--- config.mk ---
export PLATFORM = sky130hd
export DESIGN_NAME = register_bank_sb
export DESIGN_NICKNAME = d
export VERILOG_FILES = /design/src/rtl/register_bank_sb.sv
export SDC_FILE = /design/constraint.sdc
export NUM_CORES = 1
export LEC_CHECK = 0
export CAP_MARGIN = 5
export CORE_ASPECT_RATIO = 1.1
export CORE_MARGIN = 2
export CORE_UTILIZATION = 30
export CTS_CLUSTER_SIZE = 16
export DETAILED_ROUTE_END_ITERATION = 7
export PLACE_DENSITY = 0.52
export SLEW_MARGIN = 10
export SYNTH_ARGS = -nofsm -noshare
export SYNTH_HDL_FRONTEND = slang
export SYNTH_SLANG_ARGS = --single-unit
--- constraint.sdc ---
create_clock -name clk -period 27.5 [get_ports clk]
set_input_delay 4.125 -clock clk [delete_from_list [all_inputs] [get_ports clk]]
set_output_delay 4.125 -clock clk [all_outputs]
set_load 0.02 [all_outputs]
--- src/rtl/register_bank_sb.sv ---
// -----------------------------------------------------------------------------
// register_bank_sb
//
// Purpose:
//   Parametrised register bank with NUM_REGS registers of DATA_W bits. It has
//   one binary-addressed synchronous write port, two combinational read ports
//   and a per-register busy scoreboard. Issue logic locks a destination
//   register (marks it busy) and a writeback to that register unlocks it.
//
// Build option:
//   REGBANK_BYPASS_EN - when defined, a write presented on the same cycle is
//                       forwarded to any read port addressing that register.
//                       Sequential behaviour is the same in both builds.
//
// Ports:
//   clk        in   sole clock, rising edge
//   rst        in   asynchronous, active-high reset
//   wr_en      in   write strobe
//   wr_addr    in   [ADDR_W]   write register index
//   wr_data    in   [DATA_W]   write data
//   lock_en    in   issue strobe, marks lock_addr busy
//   lock_addr  in   [ADDR_W]   register to mark busy
//   rd_addr_a  in   [ADDR_W]   read index, port A
//   rd_addr_b  in   [ADDR_W]   read index, port B
//   rd_data_a  out  [DATA_W]   read data, port A (combinational)
//   rd_data_b  out  [DATA_W]   read data, port B (combinational)
//   rd_busy_a  out  busy bit of the register addressed on port A
//   rd_busy_b  out  busy bit of the register addressed on port B
//   busy_mask  out  [NUM_REGS] registered busy vector
//   wr_err     out  one-cycle pulse after an out-of-range write
//   lock_err   out  one-cycle pulse after a bad lock (out of range / busy)
// -----------------------------------------------------------------------------
module register_bank_sb #(
   parameter int unsigned       DATA_W    = 32,
   parameter int unsigned       NUM_REGS  = 16,
   parameter int unsigned       ADDR_W    = 4,
   parameter logic [DATA_W-1:0] RESET_VAL = '0
) (
   input  logic                clk,
   input  logic                rst,
   input  logic                wr_en,
   input  logic [ADDR_W-1:0]   wr_addr,
   input  logic [DATA_W-1:0]   wr_data,
   input  logic                lock_en,
   input  logic [ADDR_W-1:0]   lock_addr,
   input  logic [ADDR_W-1:0]   rd_addr_a,
   input  logic [ADDR_W-1:0]   rd_addr_b,
   output logic [DATA_W-1:0]   rd_data_a,
   output logic [DATA_W-1:0]   rd_data_b,
   output logic                rd_busy_a,
   output logic                rd_busy_b,
   output logic [NUM_REGS-1:0] busy_mask,
   output logic                wr_err,
   output logic                lock_err
);

`ifdef REGBANK_BYPASS_EN
   localparam bit BYPASS = 1'b1;
`else
   localparam bit BYPASS = 1'b0;
`endif

   // Full address space; addresses at or above NUM_REGS decode to zero entries.
   localparam int unsigned     DEPTH      = 1 << ADDR_W;
   localparam logic [ADDR_W:0] NUM_REGS_L = (ADDR_W+1)'(NUM_REGS);

   logic [DATA_W-1:0]   regs_q [NUM_REGS];
   logic [DATA_W-1:0]   regs_d [NUM_REGS];
   logic [NUM_REGS-1:0] busy_q;
   logic [NUM_REGS-1:0] busy_d;
   logic                wr_err_q;
   logic                wr_err_d;
   logic                lock_err_q;
   logic                lock_err_d;

   logic wr_in_range;
   logic lock_in_range;
   logic wr_ok;
   logic lock_ok;

   assign wr_in_range   = ({1'b0, wr_addr}   < NUM_REGS_L);
   assign lock_in_range = ({1'b0, lock_addr} < NUM_REGS_L);
   assign wr_ok         = wr_en   & wr_in_range;
   assign lock_ok       = lock_en & lock_in_range;

   // Zero-extended views so every address, legal or not, indexes something.
   logic [DATA_W-1:0] rd_tab [DEPTH];
   logic [DEPTH-1:0]  busy_ext;

   assign busy_ext = DEPTH'(busy_q);

   genvar gi;
   generate
      for (gi = 0; gi < DEPTH; gi++) begin : g_tab
         if (gi < NUM_REGS) begin : g_real
            assign rd_tab[gi] = regs_q[gi];
         end else begin : g_pad
            assign rd_tab[gi] = '0;
         end
      end

      for (gi = 0; gi < NUM_REGS; gi++) begin : g_reg
         logic wr_hit;
         logic lock_hit;
         assign wr_hit     = wr_ok   && (wr_addr   == ADDR_W'(gi));
         assign lock_hit   = lock_ok && (lock_addr == ADDR_W'(gi));
         assign regs_d[gi] = wr_hit ? wr_data : regs_q[gi];
         // Lock has priority over the writeback clear on a shared edge.
         assign busy_d[gi] = lock_hit | (busy_q[gi] & ~wr_hit);
      end
   endgenerate

   assign wr_err_d   = wr_en & ~wr_in_range;
   // busy_ext is zero for out-of-range addresses, so the range term covers those.
   assign lock_err_d = lock_en & (~lock_in_range | busy_ext[lock_addr]);

   always_ff @(posedge clk or posedge rst) begin
      if (rst) begin
         for (int i = 0; i < NUM_REGS; i++) begin
            regs_q[i] <= RESET_VAL;
         end
         busy_q     <= '0;
         wr_err_q   <= 1'b0;
         lock_err_q <= 1'b0;
      end else begin
         for (int i = 0; i < NUM_REGS; i++) begin
            regs_q[i] <= regs_d[i];
         end
         busy_q     <= busy_d;
         wr_err_q   <= wr_err_d;
         lock_err_q <= lock_err_d;
      end
   end

   // Read ports: stored state, optionally overridden by the in-flight write.
   logic [ADDR_W-1:0] rd_addr [2];
   assign rd_addr[0] = rd_addr_a;
   assign rd_addr[1] = rd_addr_b;

   generate
      for (gi = 0; gi < 2; gi++) begin : g_port
         logic [DATA_W-1:0] data_sel;
         logic              busy_sel;
         always_comb begin
            data_sel = rd_tab[rd_addr[gi]];
            busy_sel = busy_ext[rd_addr[gi]];
            if (BYPASS && wr_ok && (wr_addr == rd_addr[gi])) begin
               data_sel = wr_data;
               busy_sel = lock_ok && (lock_addr == wr_addr);
            end
         end
      end
   endgenerate

   assign rd_data_a = g_port[0].data_sel;
   assign rd_busy_a = g_port[0].busy_sel;
   assign rd_data_b = g_port[1].data_sel;
   assign rd_busy_b = g_port[1].busy_sel;

   assign busy_mask = busy_q;
   assign wr_err    = wr_err_q;
   assign lock_err  = lock_err_q;

endmodule

-- Word-level counts from Yosys, hierarchy flattened
Index checks and enable logic that the tools add are counted.
- bits in registers: 529
- latch bits: 0
- RAM bits: 0
- memory bits (read-only): 0
- input bits: 52
- output and inout port bits: 84
- logic and storage cells: 150
- memories: 0
- $add $sub $neg: 0
- multipliers: 0
- divide/modulo/power cells: 0
- magnitude comparators: 5
- equality and inequality tests: 30
- shift-type cells: 0
- mux-type cells: 12
- bitwise gates (word level): 51
- reduce and logical (&&, ||, !) cells: 34
- operators by type and width (operator ; number):
    32-bit binary-select mux with 4-bit select ; 2
    32-bit 2-to-1 mux ; 4
    4-bit equality test (second input constant) ; 16
    4-bit by 3-bit equality test with 1-bit output (second input constant) ; 8
    1-bit logical AND ; 32
    1-bit AND ; 17
    4-bit by 2-bit equality test with 1-bit output (second input constant) ; 4
    1-bit NOT ; 16
    1-bit bitwise OR ; 16
    4-bit by 5-bit less-than comparator with 1-bit output (second input constant) ; 3
    1-bit binary-select mux with 4-bit select ; 3
    5-bit >= comparator (second input constant) ; 2
    4-bit NOT with 5-bit output ; 2
    4-bit by 1-bit equality test with 1-bit output (second input constant) ; 2
    4-bit logical NOT ; 2
    1-bit 2-to-1 mux ; 3

-- Logic depth before layout (Yosys ltp)
Gate-level depths: netlist of run 1.
- word-level depth: 5
- mapped depth: 6
- depth with buffers taken out: 4

-- Least setup slack after synthesis of run 1
OpenSTA, ideal clock, no wires.
- path kind: input port to output port
- start: input rd_addr_a[0]
- end: output rd_data_a[21]
- arrival time: 5.561 ns
- required time: 23.375 ns
- setup slack: 17.814 ns
- cell stages on the path: 6
- path buffers: 3
- cell sequence: buf_2 > buf_2 > buf_2 > mux4_2 > a22oi_1 > nand2_1
- word-level cells in the longest chain between the ends: 4
- RTL lines (element ; line ; text):
    start: declaration ; 46 ; input logic [ADDR_W-1:0] rd_addr_a,
    4-bit NOT with 5-bit output (not written as such) ; 145 ; data_sel = rd_tab[rd_addr[gi]];
    32-bit binary-select mux with 4-bit select ; 145 ;
    32-bit 2-to-1 mux (not written as such) (2 in series) ; 145 ;
    end: declaration ; 48 ; output logic [DATA_W-1:0] rd_data_a,
Every way passes these cells. The select of a mux whose other input is x is not followed.

-- Worst setup path after layout of run 1
- start: input rd_addr_b[0]
- end: output rd_data_b[5]
- word-level cells in the longest chain between the ends: 4
- RTL lines (element ; line ; text):
    start: declaration ; 47 ; input logic [ADDR_W-1:0] rd_addr_b,
    4-bit NOT with 5-bit output (not written as such) ; 145 ;
    32-bit binary-select mux with 4-bit select ; 145 ;
    32-bit 2-to-1 mux (not written as such) (2 in series) ; 145 ;
    end: declaration ; 49 ; output logic [DATA_W-1:0] rd_data_b,
Every way passes these cells. The select of a mux whose other input is x is not followed.

==> metrics.md, run 1 <==
| Metric | Value |
|---|---|
| Violation count after the first detailed-route iteration | `1074` |
| Fmax | `approximately 82 MHz` |
| Top Usage Layer GRT | `met2` |
| Clock root cell | `clkbuf_16` |
| Max Slew Vio Count | `0` |
| IO Port Bufs | `134` |
| Post-layout util | `between 30% and 40%` |
| Count of cell types in the netlist | `30` |
| Via density | `5.54` |
| First-pass GRT wire length | `between 100 and 150 mm` |
| Number of global-route vias before repair | `18659` |
| Post-layout net count | `~1900` |
| Worst Setup End Kind | `output pin` |
| P_leak | `about 13 nW` |
| Initial antenna violation count | `4` |
| Initial Utilization | `a little under a third` |
| Clock sink count | `529` |
| Clock latency on the worst-skew pair | `roughly 0.62 ns` |
| Core footprint | `roughly 90000 um2` |
| Total power | `between 2 and 3 mW` |
| CTS tree | `done` |
| CTS resizes | `0` |
| Post-synth net total | `~1800` |
| Peak VDD IR | `around 0.045 mV` |
| Sequential-to-total area share from yosys stat | `around 48%` |
| Grt ovf | `0` |
| Vias post-DR | `16963` |
| H-tree depth | `2` |
| Layout area overhead | `15.8%` |
| Clock skew | `roughly 0.0020 ns` |
| # IOs | `136` |
| Dpl hpwl | `46.5 mm` |
| Warnings from Yosys | `0` |
| Height of the chip | `323 um` |
| Rel. slew slack | `between 20% and 30%` |
| Clock buffer count from CTS | `between 50 and 60` |
| Worst EP arrival | `roughly 8 ns` |
| Non-Filler Instances | `3060` |
| Hold WC Path Type | `reg2reg` |
| Startpoint types | `input pin` |
| Chip width | `between 200 and 300 um` |
| Slowest cell delay on critical path | `0.92 ns` |
| Placed cells | `roughly 3000` |
| CP most frequent cell | `buf_4` |
| Grt met2 use | `30.1%` |
| Routability cong. | `~0.74` |
| Power per cell area | `about 80 nW/um2` |
| Hold_buf cts | `0` |
| Post-route ant nets | `0` |
| Setup Fix Bufs, Post-CTS | `0` |
| Largest net degree at the start of global routing | `100` |
| Worst Path Required | `between 20 and 25 ns` |
| Min Tclk post-route | `approximately 12 ns` |
| Remaining DRCs | `0` |
| Met3 usage | `under 10%` |
| Routed WL per cell | `27.3 um` |
| First-pass detailed-route iteration total | `5` |
| Critical-path top delay cell | `buf_4` |
| Synthesized cell area | `approximately 28000 um2` |
| GR met1 Demand/Resource | `between 20% and 30%` |
| All-layer global routing usage | `17.8%` |
| Syn Inst Count | `1776` |
| Die area | `roughly 95000 um2` |
| RSZ-0062 raised after global routing | `false` |
| CP max FO | `56` |
| Max Cap Viol | `0` |
| Status | `completed` |
| CTS Buffer Depth | `3` |
| Crit path kind | `in2out` |
| TNS Setup | `0 ns` |
| Setup violations, final | `0` |
| Crit share post-route | `between 40% and 50%` |
| Worst-Margin Slew | `1.10 ns` |
| Synth Register Bits | `approximately 530` |
| Crit-path cells | `buf_8 > buf_4 > buf_4 > mux4_2 > a22oi_1 > nand2_1 > clkdlybuf4s50_1` |
| Row count | `117` |
| Reg clk slew, reported paths | `approximately 0.060 ns` |
| Mean Syn Cell Area | `15.6 um2` |
| Final hold violation count | `0` |
| Layout cells sized above 1 | `between 40% and 50%` |
| Final hold slack | `0.512 ns` |
| Routed wire length | `83.7 mm` |
==> critical path: cells and delay by family <==
kind	cells	cell delay, ns
AND/OR/NAND/NOR	1	0.22
buffers and inverters	4	2.75
AO/OA/AOI/OAI	1	0.20
multiplexers	1	0.58
==> metrics by stage <==
stage | setup WS [ns] | cell area (um2)
floorplan | 8.59 | 27800
CTS | 15.23 | 32200
finish | 15.36 | 32200
global placement | 15.22 | 30200
global route | 15.01 | 32200
detailed placement | 15.23 | 30200
==> cell type report <==
cell class / instances / area, um2
antenna: 1 / 2.50
clock buffer: 85 / 1720
clock inverter: 20 / 258
fill: 8715 / 59900
inverter: 3 / 18.8
multi-input combinational: 1062 / 13800
sequential: 529 / 13200
tap: 1190 / 1490
timing repair buffer: 170 / 1620
==> synth_stat cells (all sizes together) <==
master	number	area share (%)
nand3	3	0.054
o32ai	1	0.032
dfrtp	529	48
clkbuf	76	1.0
buf	106	2.0
mux2i	4	0.14
o21a	1	0.027
mux2	512	21
a211oi	1	0.027
mux4	266	22
a22oi	133	3.6
o31ai	4	0.11
o21ai	20	0.36
conb	1	0.014
o211a	1	0.036
nor2b	6	0.14
nor3b	1	0.045
nand3b	4	0.11
o2bb2ai	1	0.032
or3	2	0.045
and2	2	0.045
nand2	76	1.0
nand2b	9	0.20
inv	3	0.041
nor2	14	0.19
==> logic make-up (layout without fill, tap and decap cells) <==
| kind of cell | after synthesis | after routing | share of synthesized area, % |
|---|---|---|---|
| compound gates | 162 | 162 | 4.22 |
| buf+inv | 185 | 278 | 3.09 |
| flops | 529 | 529 | 47.7 |
| mux | 782 | 782 | 43.2 |
| other cells | 1 | 2 | 0.0135 |
| simple gates | 117 | 117 | 1.85 |
==> metal layers <==
layer | part of all wire, % | vias to the layer above
li1 | - | 7008
met4 | 2.9 | 6
met2 | 50 | 442
met1 | 43 | 9342
met5 | 0.050 | -
met3 | 4.7 | 165
==> placed cells by master, fill, tap and decap left out, types with 2 or more instances in the layout <==
master / count
o21ai_0: 20
clkbuf_16: 59
nand3_1: 3
clkdlybuf4s50_1: 130
clkbuf_1: 11
nand2_1: 75
dfrtp_1: 529
mux2_1: 9
mux2_4: 49
nor2_1: 3
nor2_4: 11
mux4_2: 266
buf_8: 2
nand3b_1: 4
or3_2: 2
nand2b_2: 3
mux2i_1: 4
inv_6: 2
buf_6: 2
inv_1: 2
buf_4: 36
bufinv_16: 6
and2_2: 2
clkbuf_8: 15
nand2b_1: 6
o31ai_1: 4
nor2b_4: 5
clkinv_2: 12
mux2_2: 454
a22oi_1: 133
==> final timing paths <==
kind                       cells after the start  slack (ns)    startpoint      endpoint
max                                            7       15.36  rd_addr_b[0]  rd_data_b[5]
min in group asynchronous                      2        4.00           rst   rd_tab[314]
min                                            1        0.51   rd_tab[101]   rd_tab[101]
max in group asynchronous                      5       20.39           rst   rd_tab[333]
min reg2reg                                    1        0.51   rd_tab[101]   rd_tab[101]
max reg2reg                                    4       26.03  busy_mask[1]      lock_err
==> report_power, final <==
part	switching [mW]	total (mW)	internal, mW	leakage [nW]
clock	0.328	0.816	0.487	0.989
sequential	0.135	1.10	0.961	6.48
combinational	0.244	0.623	0.379	5.61
==> flip-flops by register name, indices dropped and copies added (netlist names) <==
signal     count
busy_mask     16
lock_err       1
rd_tab       512
Note: power is estimated with default switching activity, not from simulation.
==> run 2, diff against run 1 <==
clock period = 12.35 ns   (was 27.5 ns; I/O delays follow)
==> metrics.md, run 2 (synthesis results as in run 1) <==
| Metric | Value |
|---|---|
| # IOs | `approximately 140` |
| Non-Filler Instances | `3059` |
| Dpl hpwl | `~47 mm` |
| CP max FO | `49` |
| Placed inst area | `30200 um2` |
| Crit-path cells | `buf_6 > buf_4 > buf_4 > mux4_2 > a22oi_1 > nand2_1 > clkdlybuf4s50_1` |
| P_int | `roughly 4.1 mW` |
| Antenna cell count | `0` |
| Switching share of power | `roughly 28%` |
| Layout cells sized above 1 | `slightly below 50%` |
| CTS tree | `done` |
| Post-layout net count | `around 1900` |
| Worst EP arrival | `approximately 5.3 ns` |
| Commonest non-fill, non-tap cell in the layout | `dfrtp_1` |
| Height of the chip | `323 um` |
| R2R Setup Slk | `10.88 ns` |
| Initial antenna violation count | `3` |
| TNS Setup | `0 ns` |
| Setup violations, final | `0` |
| Reg clk slew, reported paths | `0.06 ns` |
| Fmax | `about 140 MHz` |
| Final hold violation count | `0` |
| Clock latency on the worst-skew pair | `0.61 ns` |
| Flop pwr share | `43.1%` |
| Rel. slew slack | `just over 20%` |
| Final WS setup | `approximately 5.2 ns` |
| Initial Utilization | `a little under a third` |
| Clock root cell | `clkbuf_16` |
| CP most frequent cell | `buf_4` |
| Core footprint | `92100 um2` |
| Via density | `~5.6` |
| Clock share of power | `roughly a third` |
| Number of global-route vias before repair | `between 15000 and 20000` |
| Row count | `between 100 and 150` |
| Grt ovf | `0` |
| Sw power | `1.57 mW` |
| P_leak | `13.1 nW` |
| Slowest cell delay on critical path | `0.76 ns` |
| Hold WC Path Type | `reg2reg` |
| IO Port Bufs | `about 130` |
| First-pass GRT wire length | `approximately 130 mm` |
| Crit path kind | `in2out` |
| H-tree depth | `2` |
| Worst Setup End Kind | `output pin` |
| Layout area overhead | `16.0%` |
| Peak VDD IR | `between 0.1 and 0.15 mV` |
| Critical-path top delay cell | `buf_4` |
| Die area | `95000 um2` |
| Setup Fix Bufs, Post-CTS | `0` |
| Status | `completed` |
| Violation count after the first detailed-route iteration | `about 1100` |
| Clock skew | `0.00810 ns` |
| Largest register FFs | `approximately 500` |
| CTS Buffer Depth | `3` |
| Vias post-DR | `17057` |
| Min Tclk post-route | `just over 7 ns` |
| Routability cong. | `slightly above 0.7` |
| Max Cap Viol | `0` |
| Remaining DRCs | `0` |
| Post-route ant nets | `0` |
| Routed wire length | `~84 mm` |
| First-pass detailed-route iteration total | `5` |
| RSZ-0062 raised after global routing | `false` |
| All-layer global routing usage | `between 15 and 20%` |
| Largest net degree at the start of global routing | `about 180` |
| Max Slew Vio Count | `0` |
| Worst Path Buf+Inv | `4` |
| Worst Path Required | `roughly 11 ns` |
| Post-layout util | `35.0%` |
| Clock buffer count from CTS | `just under 60` |
| CP delay by family, top | `buffers and inverters` |
| Clock sink count | `between 500 and 600` |
| Chip width | `294 um` |
| Startpoint types | `input pin` |
| Power per cell area | `176 nW/um2` |
| Routed WL per cell | `between 20 and 30 um` |
| Post-route design area | `approximately 32000 um2` |
| Most frequent cells in the layout | `dfrtp_1 (529), mux2_2 (454), mux4_2 (266), a22oi_1 (133), clkdlybuf4s50_1 (130)` |
| Worst-Margin Slew | `1.20 ns` |
| Worst slack, placed | `just over 5 ns` |
| CTS resizes | `0` |
| Hold_buf cts | `0` |
| Gate power share | `about a quarter` |
| Placed cells | `a little under 3000` |
| Crit share post-route | `between 50 and 60%` |
## run 2: cell type report
class / count / area [um2]
clock buffer: 90 / 1770
clock inverter: 17 / 243
fill: 8711 / 59900
inverter: 3 / 15.0
multi-input combinational: 1062 / 13800
sequential: 529 / 13200
tap: 1190 / 1490
timing repair buffer: 168 / 1630
## run 2: worst register-to-register path, delay by kind of cell, from the launching register on
kind	cells	cell delay, ns
flops	1	0.45
compound gates	3	0.43
mux	1	0.49
## run 2: worst paths after layout
kind	startpoint	end	cells past startpoint
hold / removal	rd_tab[100]	rd_tab[100]	1
setup / recovery	rd_addr_a[1]	rd_data_a[6]	7
min in group asynchronous	rst	rd_tab[57]	3
hold reg to reg	rd_tab[100]	rd_tab[100]	1
max in group asynchronous	rst	rd_tab[45]	5
setup reg to reg	busy_mask[3]	lock_err	4
## run 2: routing by layer
layer / wire (um) / track usage, %
met1: 37300 / 24.6
met2: 40700 / 29.4
met3: 3800 / 2.76
met4: 2620 / 5.79
met5: 30 / 0
## run 2: power by group through the flow
| stage | clock [mW] | sequential [mW] | combinational [mW] |
|---|---|---|---|
| after floorplan | 0 | 2.37 | 1.02 |
| after global placement | 0 | 2.42 | 1.38 |
| after detailed placement | 0 | 2.46 | 1.41 |
| after CTS | 1.88 | 2.43 | 1.41 |
| after global routing | 1.95 | 2.50 | 1.49 |
| final | 1.83 | 2.44 | 1.39 |
## run 2: through the flow
step | hold slack, ns | total power [mW]
floorplan | 0.477 | 3.40
detailed placement | 0.503 | 3.87
global placement | 0.490 | 3.80
finish | 0.504 | 5.66
CTS | 0.516 | 5.73
global route | 0.527 | 5.94
==> run 3, diff against run 2 <==
PLACE_DENSITY = 0.54   (was 0.52)
clock period = 5.9 ns   (was 12.35 ns; I/O delays follow)
==> metrics.md, run 3 (synthesis results as in run 1) <==
| Metric | Value |
|---|---|
| Routed WL per cell | `approximately 27 um` |
| Hold_buf cts | `0` |
| Number of global-route vias before repair | `about 18000` |
| Dpl hpwl | `just over 50 mm` |
| # IOs | `roughly 140` |
| Worst Path Required | `5.02 ns` |
| CP most frequent cell | `clkdlybuf4s50_1` |
| R2R Setup Slk | `between 4 and 5 ns` |
| IO Port Bufs | `134` |
| R2R Path End | `lock_err` |
| Placed cells | `a little under 3000` |
| Initial antenna violation count | `4` |
| Crit share post-route | `roughly three quarters` |
| Gate power share | `between 20% and 30%` |
| Row count | `approximately 120` |
| Power per cell area | `~370 nW/um2` |
| Sw power | `3.36 mW` |
| RSZ-0062 raised after global routing | `false` |
| Die area | `around 95000 um2` |
| Hold WC Path Type | `reg2reg` |
| Crit path kind | `in2out` |
| Beginning of the critical path | `rd_addr_b[3]` |
| Height of the chip | `323 um` |
| Status | `completed` |
| Grt ovf | `0` |
| Worst-Margin Slew | `around 1.2 ns` |
| Worst EP arrival | `~3.6 ns` |
| CP max FO | `27` |
| Startpoint types | `input pin` |
| Final hold violation count | `0` |
| Post-layout util | `between 30% and 40%` |
| P_int | `8.69 mW` |
| Slowest cell delay on critical path | `0.97 ns` |
| Clock skew | `0.00205 ns` |
| Post-layout net count | `1894` |
| Switching share of power | `approximately 28%` |
| Via density | `between 5 and 6` |
| Commonest non-fill, non-tap cell in the layout | `dfrtp_1` |
| Layout cells sized above 1 | `about half` |
| Routed wire length | `82.3 mm` |
| Clock sink count | `529` |
| Setup Fix Bufs, Post-CTS | `0` |
| Initial Utilization | `between 30% and 40%` |
| Routability cong. | `just under 0.8` |
| TNS Setup | `0 ns` |
| Critical Path End | `rd_data_b[23]` |
| CTS Buffer Depth | `3` |
| Max Cap Viol | `0` |
| H-tree depth | `2` |
| Worst Setup End Kind | `output pin` |
| Path depth of the worst reg2reg path | `4` |
| CTS tree | `done` |
| Min Tclk post-route | `about 4.5 ns` |
| CTS resizes | `0` |
| Largest net degree at the start of global routing | `about 130` |
| Max Slew Vio Count | `0` |
| First-pass detailed-route iteration total | `7` |
| Vias post-DR | `around 17000` |
| Core footprint | `around 90000 um2` |
| Worst R2R Start | `busy_mask[5]` |
| Clock latency on the worst-skew pair | `about 0.61 ns` |
| Flop pwr share | `a little over two fifths` |
| Placed inst area | `approximately 30000 um2` |
| Post-route ant nets | `0` |
| Critical-path top delay cell | `nor2_4` |
| Rel. slew slack | `between 10% and 20%` |
| Chip width | `just under 300 um` |
| Fmax | `about 220 MHz` |
| Peak VDD IR | `~0.21 mV` |
| Clock root cell | `clkbuf_16` |
| Setup violations, final | `0` |
| Violation count after the first detailed-route iteration | `between 900 and 1000` |
| Most frequent cells in the layout | `dfrtp_1 (529), mux2_2 (454), mux4_2 (266), a22oi_1 (133), clkdlybuf4s50_1 (130)` |
| Reg clk slew, reported paths | `around 0.060 ns` |
| First-pass GRT wire length | `between 100 and 150 mm` |
| Crit-path cells | `clkdlybuf4s50_1 > nor2_4 > a22oi_1 > nand2_1 > clkdlybuf4s50_1` |
| P_leak | `roughly 13 nW` |
| Largest register FFs | `512` |
| Post-route design area | `between 30000 and 40000 um2` |
| Remaining DRCs | `0` |
| All-layer global routing usage | `17.5%` |
| Clock share of power | `between 30% and 40%` |
| Non-Filler Instances | `3083` |
| Layout area overhead | `17.3%` |
| Clock buffer count from CTS | `60` |
-- run 3: cell types whose count changed in the layout (fill, tap and decap cells not counted) --
| cell | change |
|---|---|
| and2_4 | -1 |
| and2_2 | +1 |
| buf_12 | +10 |
| clkbuf_1 | -7 |
| or3_4 | -1 |
| or3_2 | +1 |
| clkinvlp_4 | -1 |
| clkinv_2 | +5 |
| inv_6 | +1 |
| clkbuf_8 | +6 |
| bufinv_16 | +1 |
| diode_2 | +1 |
| buf_4 | +8 |
-- run 3: routing by layer --
layer | share of wire [%] | vias up | GRT usage (%) | wire (um)
met5 | 0.019 | - | 0 | 16
met4 | 2.6 | 4 | 5.12 | 2130
met3 | 4.6 | 123 | 2.98 | 3830
met2 | 50 | 430 | 30.1 | 41200
met1 | 43 | 9261 | 22.7 | 35100
li1 | - | 7058 | - | -
-- run 3: how the worst min path moves through the flow --
stage | startpoint | end | slack (ns) | cells after the start
after floorplan | rd_tab[100] | rd_tab[100] | 0.48 | 1
after global placement | rd_tab[96] | rd_tab[96] | 0.49 | 1
after detailed placement | rd_tab[96] | rd_tab[96] | 0.51 | 1
after CTS | rd_tab[96] | rd_tab[96] | 0.52 | 1
after global routing | rd_tab[420] | rd_tab[420] | 0.53 | 1
final | rd_tab[425] | rd_tab[425] | 0.52 | 1
-- run 3: power groups by stage --
stage	sequential [mW]	clock (mW)	combinational [mW]
floorplan	4.97	0	2.14
global placement	5.05	0	2.95
detailed placement	5.15	0	3.00
CTS	5.08	4.10	3.01
global route	5.21	4.25	3.17
finish	5.10	3.99	2.96
-- run 3: worst max-delay path: cells and delay by family --
family,cells,cell delay (ns)
buf+inv,2,1.25
simple gates,2,1.23
compound gates,1,0.21
-- run 3: final cells by class --
cell class / instances / area (um2)
Fill cell: 8630 / 59500
Antenna cell: 1 / 2.50
Clock inverter: 23 / 299
Inverter: 3 / 15.0
Timing Repair Buffer: 186 / 1890
Multi-Input combinational cell: 1062 / 13800
Tap cell: 1190 / 1490
Sequential cell: 529 / 13200
Clock buffer: 89 / 1820
-- run 3: metrics by stage --
| stage | setup WS, ns | power [mW] | hold WS (ns) |
|---|---|---|---|
| 4_1_cts | 1.41 | 12.2 | 0.520 |
| 2_1_floorplan | -2.18 | 7.11 | 0.477 |
| 5_1_grt | 1.32 | 12.6 | 0.534 |
| 6_report | 1.42 | 12.1 | 0.520 |
| 3_3_place_gp | 1.41 | 8.00 | 0.489 |
| 3_5_place_dp | 1.42 | 8.14 | 0.507 |
